**config.mk**
```make
export PLATFORM = sky130hd
export DESIGN_NAME = rv32m_muldiv_flat
export DESIGN_NICKNAME = d
export VERILOG_FILES = /design/src/rtl/rv32m_muldiv_if.sv /design/src/rtl/rv32m_muldiv.sv /design/src/flat_wrapper.sv
export SDC_FILE = /design/constraint.sdc
export NUM_CORES = 1
export LEC_CHECK = 0
export BUFFER_PORTS_ARGS = -buffer_cell sky130_fd_sc_hd__buf_2
export CAP_MARGIN = 20
export CORE_MARGIN = 2
export CORE_UTILIZATION = 30
export CTS_BUF_LIST = sky130_fd_sc_hd__clkbuf_2
export CTS_CLUSTER_DIAMETER = 120
export DETAILED_ROUTE_END_ITERATION = 10
export GPL_ROUTABILITY_DRIVEN = 1
export GPL_TIMING_DRIVEN = 0
export RECOVER_POWER = 100
export SLEW_MARGIN = 20
export SYNTH_ARGS = -nofsm -noshare
export SYNTH_HDL_FRONTEND = slang
export SYNTH_SLANG_ARGS = --single-unit
export TNS_END_PERCENT = 30
```
**constraint.sdc**
```tcl
create_clock -name clk -period 4.22 [get_ports clk]
set_input_delay 0.422 -clock clk [delete_from_list [all_inputs] [get_ports clk]]
set_output_delay 0.422 -clock clk [all_outputs]
set_load 0.005 [all_outputs]
```
**src/rtl/rv32m_muldiv_if.sv**
```systemverilog
// Request/response bundle between the execute stage and the RV32M mul/div unit.
// Master drives start/op/operands; slave returns busy/done/result.
interface rv32m_muldiv_if #(
  parameter int XLEN = 32
);
  logic            start;
  logic [2:0]      op;
  logic [XLEN-1:0] a;
  logic [XLEN-1:0] b;
  logic            busy;
  logic            done;
  logic [XLEN-1:0] result;

  modport master (
    output start, op, a, b,
    input  busy, done, result
  );

  modport slave (
    input  start, op, a, b,
    output busy, done, result
  );
endinterface

```
**src/rtl/rv32m_muldiv.sv**
```systemverilog
// Iterative RV32M multiply/divide, one result bit per cycle; RV32M_DIV_EN enables the divider.
// Latency: done in cycle 34 after accept (cycle 1 for compiled-out divide ops).
// Backpressure: start is only sampled when not busy; a start while busy is dropped.
module rv32m_muldiv #(
  parameter int XLEN = 32
) (
  input  logic           clk,
  input  logic           rst_n,
  rv32m_muldiv_if.slave  bus
);

  localparam int CW = $clog2(XLEN);
  localparam logic [CW-1:0] LAST = CW'(XLEN - 1);

  typedef enum logic [1:0] {IDLE, RUN, FINISH} state_t;

  state_t            state;
  logic [2:0]        op_q;
  logic              sign_a;
  logic              sign_b;
  logic [XLEN-1:0]   opa;
  logic [XLEN-1:0]   opb;
  logic [2*XLEN-1:0] acc;
  logic [CW-1:0]     cnt;
  logic              busy_q;
  logic              done_q;
  logic [XLEN-1:0]   result_q;

  assign bus.busy   = busy_q;
  assign bus.done   = done_q;
  assign bus.result = result_q;

  // Operand signedness depends on the op: MULH/DIV/REM both, MULHSU rs1 only.
  logic            sign_a_in;
  logic            sign_b_in;
  logic [XLEN-1:0] abs_a_in;
  logic [XLEN-1:0] abs_b_in;

  always_comb begin
    sign_a_in = 1'b0;
    sign_b_in = 1'b0;
    case (bus.op)
      3'd1, 3'd4, 3'd6: begin
        sign_a_in = bus.a[XLEN-1];
        sign_b_in = bus.b[XLEN-1];
      end
      3'd2:    sign_a_in = bus.a[XLEN-1];
      default: ;
    endcase
  end

  assign abs_a_in = sign_a_in ? -bus.a : bus.a;
  assign abs_b_in = sign_b_in ? -bus.b : bus.b;

  // Shift-add: the product builds in the upper half while retired bits shift down.
  logic [XLEN:0]     mul_sum;
  logic [2*XLEN-1:0] mul_next;
  logic [2*XLEN-1:0] step_next;
  logic              bypass;

  assign mul_sum  = {1'b0, acc[2*XLEN-1:XLEN]} + (opb[cnt] ? {1'b0, opa} : '0);
  assign mul_next = {mul_sum, acc[XLEN-1:1]};

`ifdef RV32M_DIV_EN
  // Restoring divide: acc = {partial remainder, quotient}, dividend fed MSB first.
  logic [XLEN:0]     div_trial;
  logic [XLEN:0]     div_diff;
  logic [2*XLEN-1:0] div_next;

  assign div_trial = {acc[2*XLEN-1:XLEN], opa[LAST - cnt]};
  assign div_diff  = div_trial - {1'b0, opb};
  assign div_next  = div_diff[XLEN] ? {div_trial[XLEN-1:0], acc[XLEN-2:0], 1'b0}
                                    : {div_diff[XLEN-1:0],  acc[XLEN-2:0], 1'b1};
  assign step_next = op_q[2] ? div_next : mul_next;
  assign bypass    = 1'b0;
`else
  assign step_next = mul_next;
  assign bypass    = bus.op[2];
`endif

  logic              res_neg;
  logic [2*XLEN-1:0] prod;
  logic [XLEN-1:0]   fin_result;

  assign res_neg = sign_a ^ sign_b;
  assign prod    = res_neg ? -acc : acc;

`ifdef RV32M_DIV_EN
  logic [XLEN-1:0] quo;
  logic [XLEN-1:0] rem;
  logic [XLEN-1:0] a_orig;
  logic            div_zero;
  logic            div_ovf;

  assign quo      = res_neg ? -acc[XLEN-1:0] : acc[XLEN-1:0];
  assign rem      = sign_a ? -acc[2*XLEN-1:XLEN] : acc[2*XLEN-1:XLEN];
  assign a_orig   = sign_a ? -opa : opa;
  assign div_zero = (opb == '0);
  // Only signed ops can set both signs, so this is the most-negative / -1 case.
  assign div_ovf  = sign_a && sign_b && (opa == {1'b1, {(XLEN-1){1'b0}}}) &&
                    (opb == XLEN'(1));
`endif

  always_comb begin
    fin_result = '0;
    case (op_q)
      3'd0:             fin_result = prod[XLEN-1:0];
      3'd1, 3'd2, 3'd3: fin_result = prod[2*XLEN-1:XLEN];
`ifdef RV32M_DIV_EN
      3'd4, 3'd5: begin
        if (div_zero)     fin_result = '1;
        else if (div_ovf) fin_result = {1'b1, {(XLEN-1){1'b0}}};
        else              fin_result = quo;
      end
      3'd6, 3'd7: begin
        if (div_zero)     fin_result = a_orig;
        else if (div_ovf) fin_result = '0;
        else              fin_result = rem;
      end
`endif
      default: fin_result = '0;
    endcase
  end

  always_ff @(posedge clk or negedge rst_n) begin
    if (!rst_n) begin
      state    <= IDLE;
      op_q     <= '0;
      sign_a   <= 1'b0;
      sign_b   <= 1'b0;
      opa      <= '0;
      opb      <= '0;
      acc      <= '0;
      cnt      <= '0;
      busy_q   <= 1'b0;
      done_q   <= 1'b0;
      result_q <= '0;
    end else begin
      done_q <= 1'b0;
      case (state)
        IDLE: begin
          if (bus.start) begin
            op_q   <= bus.op;
            sign_a <= sign_a_in;
            sign_b <= sign_b_in;
            opa    <= abs_a_in;
            opb    <= abs_b_in;
            acc    <= '0;
            cnt    <= '0;
            if (bypass) begin
              result_q <= '0;
              done_q   <= 1'b1;
            end else begin
              busy_q <= 1'b1;
              state  <= RUN;
            end
          end
        end
        RUN: begin
          acc <= step_next;
          cnt <= cnt + 1'b1;
          if (cnt == LAST) state <= FINISH;
        end
        FINISH: begin
          result_q <= fin_result;
          done_q   <= 1'b1;
          busy_q   <= 1'b0;
          state    <= IDLE;
        end
        default: state <= IDLE;
      endcase
    end
  end

endmodule

```
**src/flat_wrapper.sv**
```systemverilog
// flat-port wrapper written by rule: the top's interface ports become plain ports
module rv32m_muldiv_flat 
#(
  parameter int XLEN = 32
)
  (clk, rst_n, bus_start, bus_op, bus_a, bus_b, bus_busy, bus_done, bus_result);
  rv32m_muldiv_if #(.XLEN(XLEN)) bus_i ();
  input  logic clk;
  input  logic rst_n;
  input wire logic [$bits(bus_i.start)-1:0] bus_start;
  input wire logic [$bits(bus_i.op)-1:0] bus_op;
  input wire logic [$bits(bus_i.a)-1:0] bus_a;
  input wire logic [$bits(bus_i.b)-1:0] bus_b;
  output wire logic [$bits(bus_i.busy)-1:0] bus_busy;
  output wire logic [$bits(bus_i.done)-1:0] bus_done;
  output wire logic [$bits(bus_i.result)-1:0] bus_result;
  assign bus_i.start = bus_start;
  assign bus_i.op = bus_op;
  assign bus_i.a = bus_a;
  assign bus_i.b = bus_b;
  assign bus_busy = bus_i.busy;
  assign bus_done = bus_i.done;
  assign bus_result = bus_i.result;
  rv32m_muldiv #(.XLEN(XLEN)) u_core (.clk(clk), .rst_n(rst_n), .bus(bus_i));
endmodule
```
==> results of run 1 <==
[logic make-up after synthesis]
logic type,share of synthesized area
AOI/OAI and AO/OA,0.2124
and+or+nand+nor,0.1896
xor gates and xnor gates,0.1096
buffers and inverters,0.03143
DFF,0.3892
adders and majority gates,0.04317
muxes,0.02461
[worst max-delay path: stages (launching register included)]
cell      delay, ps
dfrtp_1         450
buf_8           160
mux4_2          520
mux4_2          520
mux2i_4         190
buf_12          150
buf_8           120
nor2b_1          70
ha_1            380
a21oi_2         250
nand2_1         120
o21ai_4         210
buf_4           150
o21ai_2          80
a311oi_2        330
a211oi_1        110
xor2_1          160
a22o_1          190
[how the worst max path moves through the flow]
stage                                       endpoint                       from  slack (ps)
after floorplan           u_core.acc[60]$_DFFE_PN0P_  u_core.cnt[0]$_DFFE_PN0P_         -10
after global placement    u_core.acc[62]$_DFFE_PN0P_  u_core.cnt[0]$_DFFE_PN0P_       -1190
after detailed placement  u_core.acc[62]$_DFFE_PN0P_  u_core.cnt[0]$_DFFE_PN0P_       -1310
after CTS                 u_core.acc[62]$_DFFE_PN0P_  u_core.cnt[0]$_DFFE_PN0P_          10
after global routing      u_core.acc[60]$_DFFE_PN0P_  u_core.cnt[0]$_DFFE_PN0P_        -180
final                     u_core.acc[51]$_DFFE_PN0P_  u_core.cnt[0]$_DFFE_PN0P_         -20
[sequential cells by signal (all words and copies together), names as in the netlist]
register and cells:
u_core.acc 64, u_core.state 2, u_core.op_q 3, u_core.opa 32, u_core.bus.result 32, u_core.bus.busy 1
u_core.cnt 5, u_core.bus.done 1, u_core.sign_b 1, u_core.opb 32, u_core.sign_a 1
[through the flow]
| stage | setup TNS [ps] | hold slack (ps) | cell area, um^2 | power [W] |
|---|---|---|---|---|
| final | -22.76 | 370.1 | 14090 | 0.01128 |
| after floorplan | -12.54 | 126.4 | 11190 | 0.007013 |
| after CTS | 0 | 134.9 | 13830 | 0.01061 |
| after detailed placement | -18140 | 463.8 | 12330 | 0.008746 |
| after global placement | -31520 | 455.7 | 12290 | 0.008644 |
| after global routing | -1142 | 327.9 | 14090 | 0.01211 |
[timing repair]
action	in CTS	in global routing
hold buffers	80	0
hold endpoints to repair	150	0
buffers inserted	22	9
cloned	1	0
pin swaps	21	21
endpoints found under the setup margin	25	17
gates resized for setup	59	62
[metal layers]
layer,up-vias,GRT usage,wire length (um)
met4,4,0.04400,518
met1,5158,0.2587,16620
li1,5031,-,-
met5,-,0,26
met3,45,0.03193,2286
met2,345,0.2818,15910
[where the power goes]
group          internal, W  leakage (nW)  switching (W)
Clock             0.000322         0.174       0.000718
Combinational      0.00318          3.48        0.00411
Sequential         0.00227          2.24       0.000676
Total              0.00577          5.89        0.00550
[cell usage in the layout (no fill, tap or decap), types with 10 or more instances in the layout]
cell / count
a21oi_2: 12
a21o_1: 10
xnor2_1: 70
clkbuf_2: 18
clkbuf_1: 79
ha_1: 24
nor4_1: 11
dlygate4sd3_1: 80
nor3_1: 31
nand3_1: 10
o31ai_1: 19
xor2_1: 69
a31oi_1: 10
inv_1: 26
nand2_1: 175
dfrtp_1: 174
or4_1: 11
or3_1: 12
buf_2: 79
a22o_1: 37
o21ai_0: 125
a21oi_1: 61
o21ai_1: 13
nor2_1: 74
nor2b_1: 30
mux4_2: 10
buf_4: 27
o221ai_1: 19
[final cells by class]
class	count	area [um^2]	share of cell area
diodes	1	2.502	0.0001776
well taps	468	585.6	0.04156
clock buffers	17	85.08	0.006038
plain buffers	64	289.0	0.02051
repair buffers	216	1556	0.1105
multi-input cells	1000	6909	0.4903
clock inverters	15	211.5	0.01501
inverters	26	97.59	0.006926
flip-flops and latches	174	4354	0.3090
==> qor.txt, run 1 <==
Clk sinks - 174
Cell leakage power - 5.895 nW
Wire length per cell - 17.85 um
First-pass GRT wire length - 55030 um
Hold endpoint - u_core.op_q[1]$_DFFE_PN0P_
Hold Vio Cnt, Final - 0
Synth top area share - 0.3892
Mapped Area - 11190 um^2
Pre-antenna DRT Iters - 5
DIE WIDTH - 197.1 um
R2R cell count - 17
Worst-path maximum fanout - 8
Final Max Tran Viols - 83
Antenna violations before repair - 3
R2r setup slk - -20 ps
Die area - 38850 um^2
Failing checks - capacitance limit, slew limit, setup timing
Initial core utilization - 0.3048
Finished Layout Cells - 1981
Seq/Total Area, Yosys - 0.3892
Placer Congestion - 0.9158
Worst Hold Depth - 4
Clock skew after layout - 59.09 ps
RSZ-0062 raised after global routing - yes
GRT Residual Overflow - 0
Most common cell in the netlist - nand2_1
Final Worst Setup Slack - -22.76 ps
Via density - 5.342
Boundary Pins - 104
Slew Limit Headroom - -0.3862
Synthesized netlist cell count - 1267
Critical Path AT - 4990 ps
Fmax - 235.7 MHz
Crit end category - register
Crit start category - register
DP Worst Slack - -1313 ps
Pwr dens - 800.2 nW/um^2
Actual slew at the worst max-slew pin - 2079 ps
#FFs+latches synth - 174
Top post-synthesis cells by area - dfrtp_1 39%, o21ai_0 6.4%, nand2_1 6.0%
Synth cell types - 66
Min-delay src - bus_op[1]
Syn_nets - 1375
Maximum root-to-sink buffer count - 2
Final wirelength - 35360 um
Die Y-Extent - 197.1 um
CTS H-tree depth - 4
Via count - 10583
Yosys warning total - 0
Crit Path Category - register to register
Num CTS Buffers - 17
Post-DP HPWL - 25970 um
Status - complete, but fails checks
Vias in the first global route - 10094
Post-synth ARST share - 1.000
CTS tree - built
Synthesis-to-finish area growth - 25.96%
Detailed-route DRC error count - 0
# placed instances - 1839
Hold/Removal Path Class - primary input to register
All-Layer GR Usage - 0.1804
Max_cap viols - 1
Syn_area_per_cell - 8.830 um^2
# fillers - 3709
Main synth FF type - dfrtp_1
Period utilisation layout - 1.005
Final net count - 1607
Max IR drop VDD - 0.2821 mV
Synth top cells by count - 178 x nand2_1, 174 x dfrtp_1, 144 x o21ai_0
CP required - 4960 ps
Cell taking the most area after synthesis - dfrtp_1
Initial DRC Count - 881
Fin crit period - 4243 ps
Ratio of cells with drive above 1 in the final layout - 0.1647
Post-route ant nets - 0
Core region area - 36700 um^2
Largest net degree at the start of global routing - 94
FF-to-FF Start - u_core.cnt[0]$_DFFE_PN0P_
Number of synthesized flops with an enable pin - 0
Clk pin slew, worst setup/hold paths - 290 ps
Worst R2R End - u_core.acc[51]$_DFFE_PN0P_
Final setup violating endpoints - 1
Port Buf Inserts - 103
CTS Root Cell - clkbuf_2
Row cnt - 70
Clock latency on the worst-skew pair - 840 ps
Finished Core Util - 0.3840
No activity file was read; power rests on OpenSTA's default activity.
==> run 2, diff against run 1 <==
--- a/config.mk
+++ b/config.mk
@@ -8,12 +8,13 @@
 export BUFFER_PORTS_ARGS = -buffer_cell sky130_fd_sc_hd__buf_2
 export CAP_MARGIN = 20
 export CORE_MARGIN = 2
-export CORE_UTILIZATION = 30
+export CORE_UTILIZATION = 56
 export CTS_BUF_LIST = sky130_fd_sc_hd__clkbuf_2
 export CTS_CLUSTER_DIAMETER = 120
 export DETAILED_ROUTE_END_ITERATION = 10
 export GPL_ROUTABILITY_DRIVEN = 1
 export GPL_TIMING_DRIVEN = 0
+export PLACE_DENSITY = 0.79
 export RECOVER_POWER = 100
 export SLEW_MARGIN = 20
 export SYNTH_ARGS = -nofsm -noshare
==> run 2 against run 1 <==
Effect of this change: the run ends with capacitance limit, slew limit left; cell count fell by 11%; highest routed layer is now met4; final area is 2.7% lower; die area fell by 46%; clock power about the same; critical path depth shrank 1; count of clock-buffer cells in the layout increased by 2; register-to-register slack better by 30 ps; largest cell class unchanged; via count up 0.92%.
==> qor.txt, run 2 (synthesis results as in run 1) <==
Final setup violating endpoints - 0 (was 1)
Final wirelength - 33320 um (was 35360 um)
Maximum root-to-sink buffer count - 2 (unchanged)
Post-route ant nets - 0 (unchanged)
Final net count - 1584 (was 1607)
Hold/Removal Path Class - primary input to register (unchanged)
# placed instances - 1636 (was 1839)
Clock latency on the worst-skew pair - 780 ps (was 840 ps)
Num CTS Buffers - 17 (unchanged)
Status - complete, but fails checks (unchanged)
All-Layer GR Usage - 0.3096 (was 0.1804)
Max FFs per register - 64 (unchanged)
CP bufs+invs - 4 (unchanged)
Post-route cell area - 13710 um^2 (was 14090 um^2)
Boundary Pins - 104 (unchanged)
Initial core utilization - 0.5729 (was 0.3048)
Failing checks - capacitance limit, slew limit (was capacitance limit, slew limit, setup timing)
Top reg by flops - u_core.acc (unchanged)
RSZ-0062 raised after global routing - yes (unchanged)
Wire length per cell - 18.98 um (was 17.85 um)
Cell chain of the critical path - buf_8 -> mux4_2 -> mux4_2 -> mux2i_4 -> buf_8 -> nor2b_1 -> ha_1 -> a21oi_1 -> nand2_1 -> o21ai_4 -> buf_6 -> o2111ai_4 -> a41oi_2 -> buf_4 -> xor2_1 -> o21ai_1 (was buf_8 -> mux4_2 -> mux4_2 -> mux2i_4 -> buf_12 -> buf_8 -> nor2b_1 -> ha_1 -> a21oi_2 -> nand2_1 -> o21ai_4 -> buf_4 -> o21ai_2 -> a311oi_2 -> a211oi_1 -> xor2_1 -> a22o_1)
Max_cap viols - 1 (unchanged)
CTS Root Cell - clkbuf_2 (unchanged)
Critical Path AT - 4870 ps (was 4990 ps)
Crit end category - register (unchanged)
Cell leakage power - 5.832 nW (was 5.895 nW)
Via count - 10680 (was 10583)
First-pass GRT wire length - 52720 um (was 55030 um)
Clock skew after layout - 43.72 ps (was 59.09 ps)
Final Max Tran Viols - 75 (was 83)
Antenna violations before repair - 1 (was 3)
Finished Layout Cells - 1755 (was 1981)
Die area - 21120 um^2 (was 38850 um^2)
Pre-antenna DRT Iters - 8 (was 5)
Final Power - 0.01102 W (was 0.01128 W)
Fin crit period - 4210 ps (was 4243 ps)
CP required - 4880 ps (was 4960 ps)
Cell area after placement - 12070 um^2 (was 12330 um^2)
Length of routed met3 wiring - 2358 um (was 2286 um)
Total negative setup slack - 0 ps (was -22.76 ps)
Top layer reached by signal wires - met4 (was met5)
Slew Limit Headroom - -1.265 (was -0.3862)
Most frequent cells in the layout - 176 x nand2_1, 173 x dfrtp_1, 125 x o21ai_0 (was 175 x nand2_1, 174 x dfrtp_1, 125 x o21ai_0)
Crit path largest cell delay - 520 ps (about the same)
DIE WIDTH - 145.3 um (was 197.1 um)
Detailed-route DRC error count - 0 (unchanged)
Most common cell after layout, fill and taps aside - nand2_1 (unchanged)
Initial DRC Count - 1143 (was 881)
Port Buf Inserts - 103 (unchanged)
Crit start category - register (unchanged)
Pwr dens - 804.0 nW/um^2 (was 800.2 nW/um^2)
Placer Congestion - 0.9429 (was 0.9158)
Routed met2 length - 15670 um (was 15910 um)
Max IR drop VDD - 0.4213 mV (was 0.2821 mV)
Clk sinks - 174 (unchanged)
Worst-path maximum fanout - 5 (was 8)
Core region area - 19530 um^2 (was 36700 um^2)
GRT Residual Overflow - 0 (unchanged)
Clk pin slew, worst setup/hold paths - 250 ps (was 290 ps)
Vias in the first global route - 10071 (was 10094)
Die Y-Extent - 145.3 um (was 197.1 um)
Synthesis-to-finish area growth - 22.51% (was 25.96%)
Row cnt - 51 (was 70)
Crit Path Category - register to register (unchanged)
Actual slew at the worst max-slew pin - 3398 ps (was 2079 ps)
Metal-1 WL - 14160 um (was 16620 um)
Ratio of cells with drive above 1 in the final layout - 0.1652 (was 0.1647)
Hold Vio Cnt, Final - 0 (unchanged)
Period utilisation layout - 0.9977 (was 1.005)
Largest net degree at the start of global routing - 102 (was 94)
Fmax - 237.5 MHz (was 235.7 MHz)
Top Family by Delay on Critical Path - multiplexers (unchanged)
Post-DP HPWL - 23220 um (was 25970 um)
CTS tree - built (unchanged)
Slowest stage cell, crit path - mux4_2 (unchanged)
Via density - 6.085 (was 5.342)
CTS H-tree depth - 4 (unchanged)
## run 2: final timing paths
| check | to | slack (ps) | start | depth (start not counted) |
|---|---|---|---|---|
| max | u_core.acc[55]$_DFFE_PN0P_ | 10 | u_core.cnt[0]$_DFFE_PN0P_ | 16 |
| min | u_core.opa[10]$_DFFE_PN0P_ | 30 | bus_a[10] | 3 |
| max reg2reg | u_core.acc[55]$_DFFE_PN0P_ | 10 | u_core.cnt[0]$_DFFE_PN0P_ | 16 |
| min reg2reg | u_core.opa[14]$_DFFE_PN0P_ | 510 | u_core.opa[14]$_DFFE_PN0P_ | 2 |
| max in group asynchronous | u_core.opa[9]$_DFFE_PN0P_ | 530 | rst_n | 3 |
| min in group asynchronous | u_core.bus.result[4]$_DFFE_PN0P_ | 1470 | rst_n | 2 |
## run 2: per-layer routing
layer  GRT usage  up-vias
met5           0        -
met4      0.1098        0
met3     0.04984       93
met2      0.5047      483
met1      0.4226     5107
li1            -     4997
## run 2: what timing repair did
item / CTS / global route
setup buffers: 11 / 9
hold buffers: 67 / 0
pin swaps: 14 / 29
endpoints found under the setup margin: 24 / 19
gates resized for setup: 47 / 78
hold endpoints to repair: 139 / 0
cloned: 2 / 0
## run 2: layout make-up
type / instances / area, um^2
Multi-Input combinational cell: 1000 / 6939
Clock inverter: 13 / 205.2
Inverter: 26 / 100.1
Timing Repair Buffer: 193 / 1390
Buffer: 64 / 286.5
Tap cell: 265 / 331.6
Antenna cell: 1 / 2.502
Clock buffer: 19 / 95.09
Fill cell: 1520 / 5821
Sequential cell: 174 / 4355
## run 2: where the power goes
| part | internal, W | switching (W) | total [W] |
|---|---|---|---|
| combinational | 0.00309 | 0.00393 | 0.00702 |
| sequential | 0.00227 | 0.000684 | 0.00296 |
| clock | 0.000410 | 0.000633 | 0.00104 |
| total | 0.00577 | 0.00525 | 0.0110 |
## run 2: through the flow
step                      worst slack [ps]  hold slack [ps]    util
final                                9.662            30.95  0.7019
after global routing                -226.4            12.71  0.7019
after CTS                           -49.04            4.775  0.6820
after floorplan                     -12.54            126.4       -
after global placement               -1072            455.4  0.6164
after detailed placement             -1100            432.3  0.6184
## run 2: worst reg2reg max path: cells and delay by family (launching register included)
kind / cells / cell delay (ps)
XOR/XNOR: 1 / 140
adder cells (fa/ha/maj): 1 / 340
AO/OA/AOI/OAI: 5 / 1020
AND/OR/NAND/NOR: 2 / 200
multiplexers: 3 / 1290
flip-flops: 1 / 510
buffers and inverters: 4 / 610
==> run 3, diff against run 2 <==
--- a/config.mk
+++ b/config.mk
@@ -7,7 +7,6 @@
 export LEC_CHECK = 0
 export BUFFER_PORTS_ARGS = -buffer_cell sky130_fd_sc_hd__buf_2
 export CAP_MARGIN = 20
-export CORE_MARGIN = 2
 export CORE_UTILIZATION = 56
 export CTS_BUF_LIST = sky130_fd_sc_hd__clkbuf_2
 export CTS_CLUSTER_DIAMETER = 120
==> run 3 against run 2 <==
Effect of this change: the run still ends with capacitance limit, slew limit left; count of clock-buffer cells in the layout fell by 1; power down 1.1%; final area fell by 0.58%; largest cell class unchanged; highest routed layer unchanged.
==> qor.txt, run 3 (synthesis results as in run 1) <==
Pwr dens - 799.8 nW/um^2 (was 804.0 nW/um^2)
RSZ-0062 raised after global routing - yes (unchanged)
Max_cap viols - 1 (unchanged)
Final net count - 1592 (was 1584)
Placer Congestion - 0.9665 (was 0.9429)
Port Buf Inserts - 103 (unchanged)
Hold endpoint - u_core.bus.busy$_DFFE_PN0P_ (was u_core.opa[10]$_DFFE_PN0P_)
Detailed-route DRC error count - 0 (unchanged)
CTS Root Cell - clkbuf_2 (unchanged)
Antenna violations before repair - 1 (unchanged)
Top Family by Delay on Critical Path - multiplexers (unchanged)
Final Max Tran Viols - 85 (was 75)
Actual slew at the worst max-slew pin - 2131 ps (was 3398 ps)
Worst-path maximum fanout - 7 (was 5)
Wire length per cell - 19.13 um (was 18.98 um)
Cell chain of the critical path - buf_6 -> mux4_2 -> mux4_2 -> mux2i_4 -> buf_12 -> buf_8 -> nor2b_2 -> ha_4 -> o21ai_2 -> o211ai_1 -> o21ai_4 -> a2111oi_4 -> nor2_2 -> o311a_1 -> mux2i_1 -> nand2_1 (was buf_8 -> mux4_2 -> mux4_2 -> mux2i_4 -> buf_8 -> nor2b_1 -> ha_1 -> a21oi_1 -> nand2_1 -> o21ai_4 -> buf_6 -> o2111ai_4 -> a41oi_2 -> buf_4 -> xor2_1 -> o21ai_1)
Initial DRC Count - 1056 (was 1143)
First-pass GRT wire length - 53180 um (was 52720 um)
CTS H-tree depth - 4 (unchanged)
Largest net degree at the start of global routing - 91 (was 102)
Final wirelength - 33710 um (was 33320 um)
Crit Path Category - register to register (unchanged)
Core region area - 19530 um^2 (unchanged)
Final setup violating endpoints - 0 (unchanged)
Clock skew after layout - 34.72 ps (was 43.72 ps)
Min-delay src - bus_start (was bus_a[10])
Post-route ant nets - 0 (unchanged)
Clock latency on the worst-skew pair - 840 ps (was 780 ps)
FF-to-FF Start - u_core.cnt[0]$_DFFE_PN0P_ (unchanged)
Synthesis-to-finish area growth - 21.80% (was 22.51%)
Register area - 4354 um^2 (was 4355 um^2)
Slowest stage cell, crit path - mux4_2 (unchanged)
Status - complete, but fails checks (unchanged)
Ratio of cells with drive above 1 in the final layout - 0.1564 (was 0.1652)
Multi-input combinational cell area - 6913 um^2 (was 6939 um^2)
# fillers - 1532 (was 1520)
Crit end category - register (unchanged)
Initial core utilization - 0.5729 (unchanged)
Failing checks - capacitance limit, slew limit (unchanged)
Row cnt - 51 (unchanged)
Fin crit period - 4181 ps (was 4210 ps)
Boundary Pins - 104 (unchanged)
CP bufs+invs - 3 (was 4)
All-Layer GR Usage - 0.3361 (was 0.3096)
Max FFs per register - 64 (unchanged)
Worst Hold Depth - 5 (was 3)
CTS tree - built (unchanged)
Crit path largest cell delay - 530 ps (was 520 ps)
Max IR drop VDD - 0.3523 mV (was 0.4213 mV)
DIE WIDTH - 143.3 um (was 145.3 um)
Die area - 20550 um^2 (was 21120 um^2)
Fmax - 239.2 MHz (was 237.5 MHz)
Via density - 6.124 (was 6.085)
Cell leakage power - 5.753 nW (was 5.832 nW)
Most frequent cells in the layout - 177 x nand2_1, 174 x dfrtp_1, 129 x o21ai_0 (was 176 x nand2_1, 173 x dfrtp_1, 125 x o21ai_0)
Most common cell after layout, fill and taps aside - nand2_1 (unchanged)
CP required - 4990 ps (was 4880 ps)
Finished Core Util - 0.6978 (was 0.7019)
Via count - 10791 (was 10680)
Top reg by flops - u_core.acc (unchanged)
Post-DP HPWL - 23480 um (was 23220 um)
Hold/Removal Path Class - primary input to register (unchanged)
Worst R2R End - u_core.acc[60]$_DFFE_PN0P_ (was u_core.acc[55]$_DFFE_PN0P_)
Hold Vio Cnt, Final - 0 (unchanged)
R2R cell count - 16 (unchanged)
Final Power - 0.01090 W (was 0.01102 W)
Die Y-Extent - 143.3 um (was 145.3 um)
Pre-antenna DRT Iters - 7 (was 8)
Vias in the first global route - 10314 (was 10071)
Maximum root-to-sink buffer count - 2 (unchanged)
Critical Path AT - 4950 ps (was 4870 ps)
GRT Residual Overflow - 0 (unchanged)
Period utilisation layout - 0.9907 (was 0.9977)
Crit-path most repeated cell - mux4_2
Clk pin slew, worst setup/hold paths - 290 ps (was 250 ps)
Crit start category - register (unchanged)
Num CTS Buffers - 17 (unchanged)
R2r setup slk - 40 ps (was 10 ps)
Slew Limit Headroom - -0.4206 (was -1.265)
Clk sinks - 174 (unchanged)
-- run 3: metrics by stage --
stage               worst slack [ps]  TNS (ps)  area (um^2)  hold WS [ps]  std cells
floorplan                     -12.54    -12.54        11190         126.4       1267
global placement               -1035    -15860        12040         455.4       1635
detailed placement             -1114    -18010        12080         451.3       1636
CTS                            28.74         0        13290         16.87       1751
global route                  -134.6    -797.5        13630         26.54       1762
finish                         39.20         0        13630         35.00       1762
-- run 3: timing repair --
action                                  in CTS  in global routing
pin swaps                                   14                 26
buffers inserted                            13                 10
hold endpoints to repair                   153                  0
hold buffers                                71                  0
endpoints found under the setup margin      25                 17
gates cloned                                 3                  0
gates resized for setup                     42                 69
-- run 3: metal layers --
layer / share of wire / global-route usage / up-vias
li1: - / - / 5006
met3: 0.079 / 0.04765 / 109
met4: 0.038 / 0.1568 / 0
met2: 0.47 / 0.5458 / 532
met5: 0 / 0 / -
met1: 0.42 / 0.4452 / 5144
-- run 3: power by group --
| group | switching [W] | internal, W |
|---|---|---|
| logic | 0.00396 | 0.00312 |
| clock network | 0.000674 | 0.000182 |
| registers | 0.000692 | 0.00227 |
-- run 3: worst min-delay path, stage by stage --
cell     delay, ps
buf_2          140
nand2_1        100
nor2_1          50
nor2_1          90
a21oi_1         50
-- run 3: area by class of cell --
cell class	count	area share
Sequential cell	174	0.3196
Antenna cell	1	0.0001837
Tap cell	265	0.02433
Buffer	64	0.02075
Clock buffer	18	0.006612
Multi-Input combinational cell	1000	0.5073
Clock inverter	13	0.009366
Timing Repair Buffer	201	0.1047
Inverter	26	0.007163
-- run 3: how the worst max path moves through the flow --
stage / startpoint / end / cells after the start
after floorplan: u_core.cnt[0]$_DFFE_PN0P_ / u_core.acc[60]$_DFFE_PN0P_ / 15
after global placement: u_core.cnt[0]$_DFFE_PN0P_ / u_core.acc[60]$_DFFE_PN0P_ / 15
after detailed placement: u_core.cnt[0]$_DFFE_PN0P_ / u_core.acc[62]$_DFFE_PN0P_ / 15
after CTS: u_core.cnt[0]$_DFFE_PN0P_ / u_core.acc[59]$_DFFE_PN0P_ / 17
after global routing: u_core.cnt[0]$_DFFE_PN0P_ / u_core.acc[60]$_DFFE_PN0P_ / 16
final: u_core.cnt[0]$_DFFE_PN0P_ / u_core.acc[60]$_DFFE_PN0P_ / 16
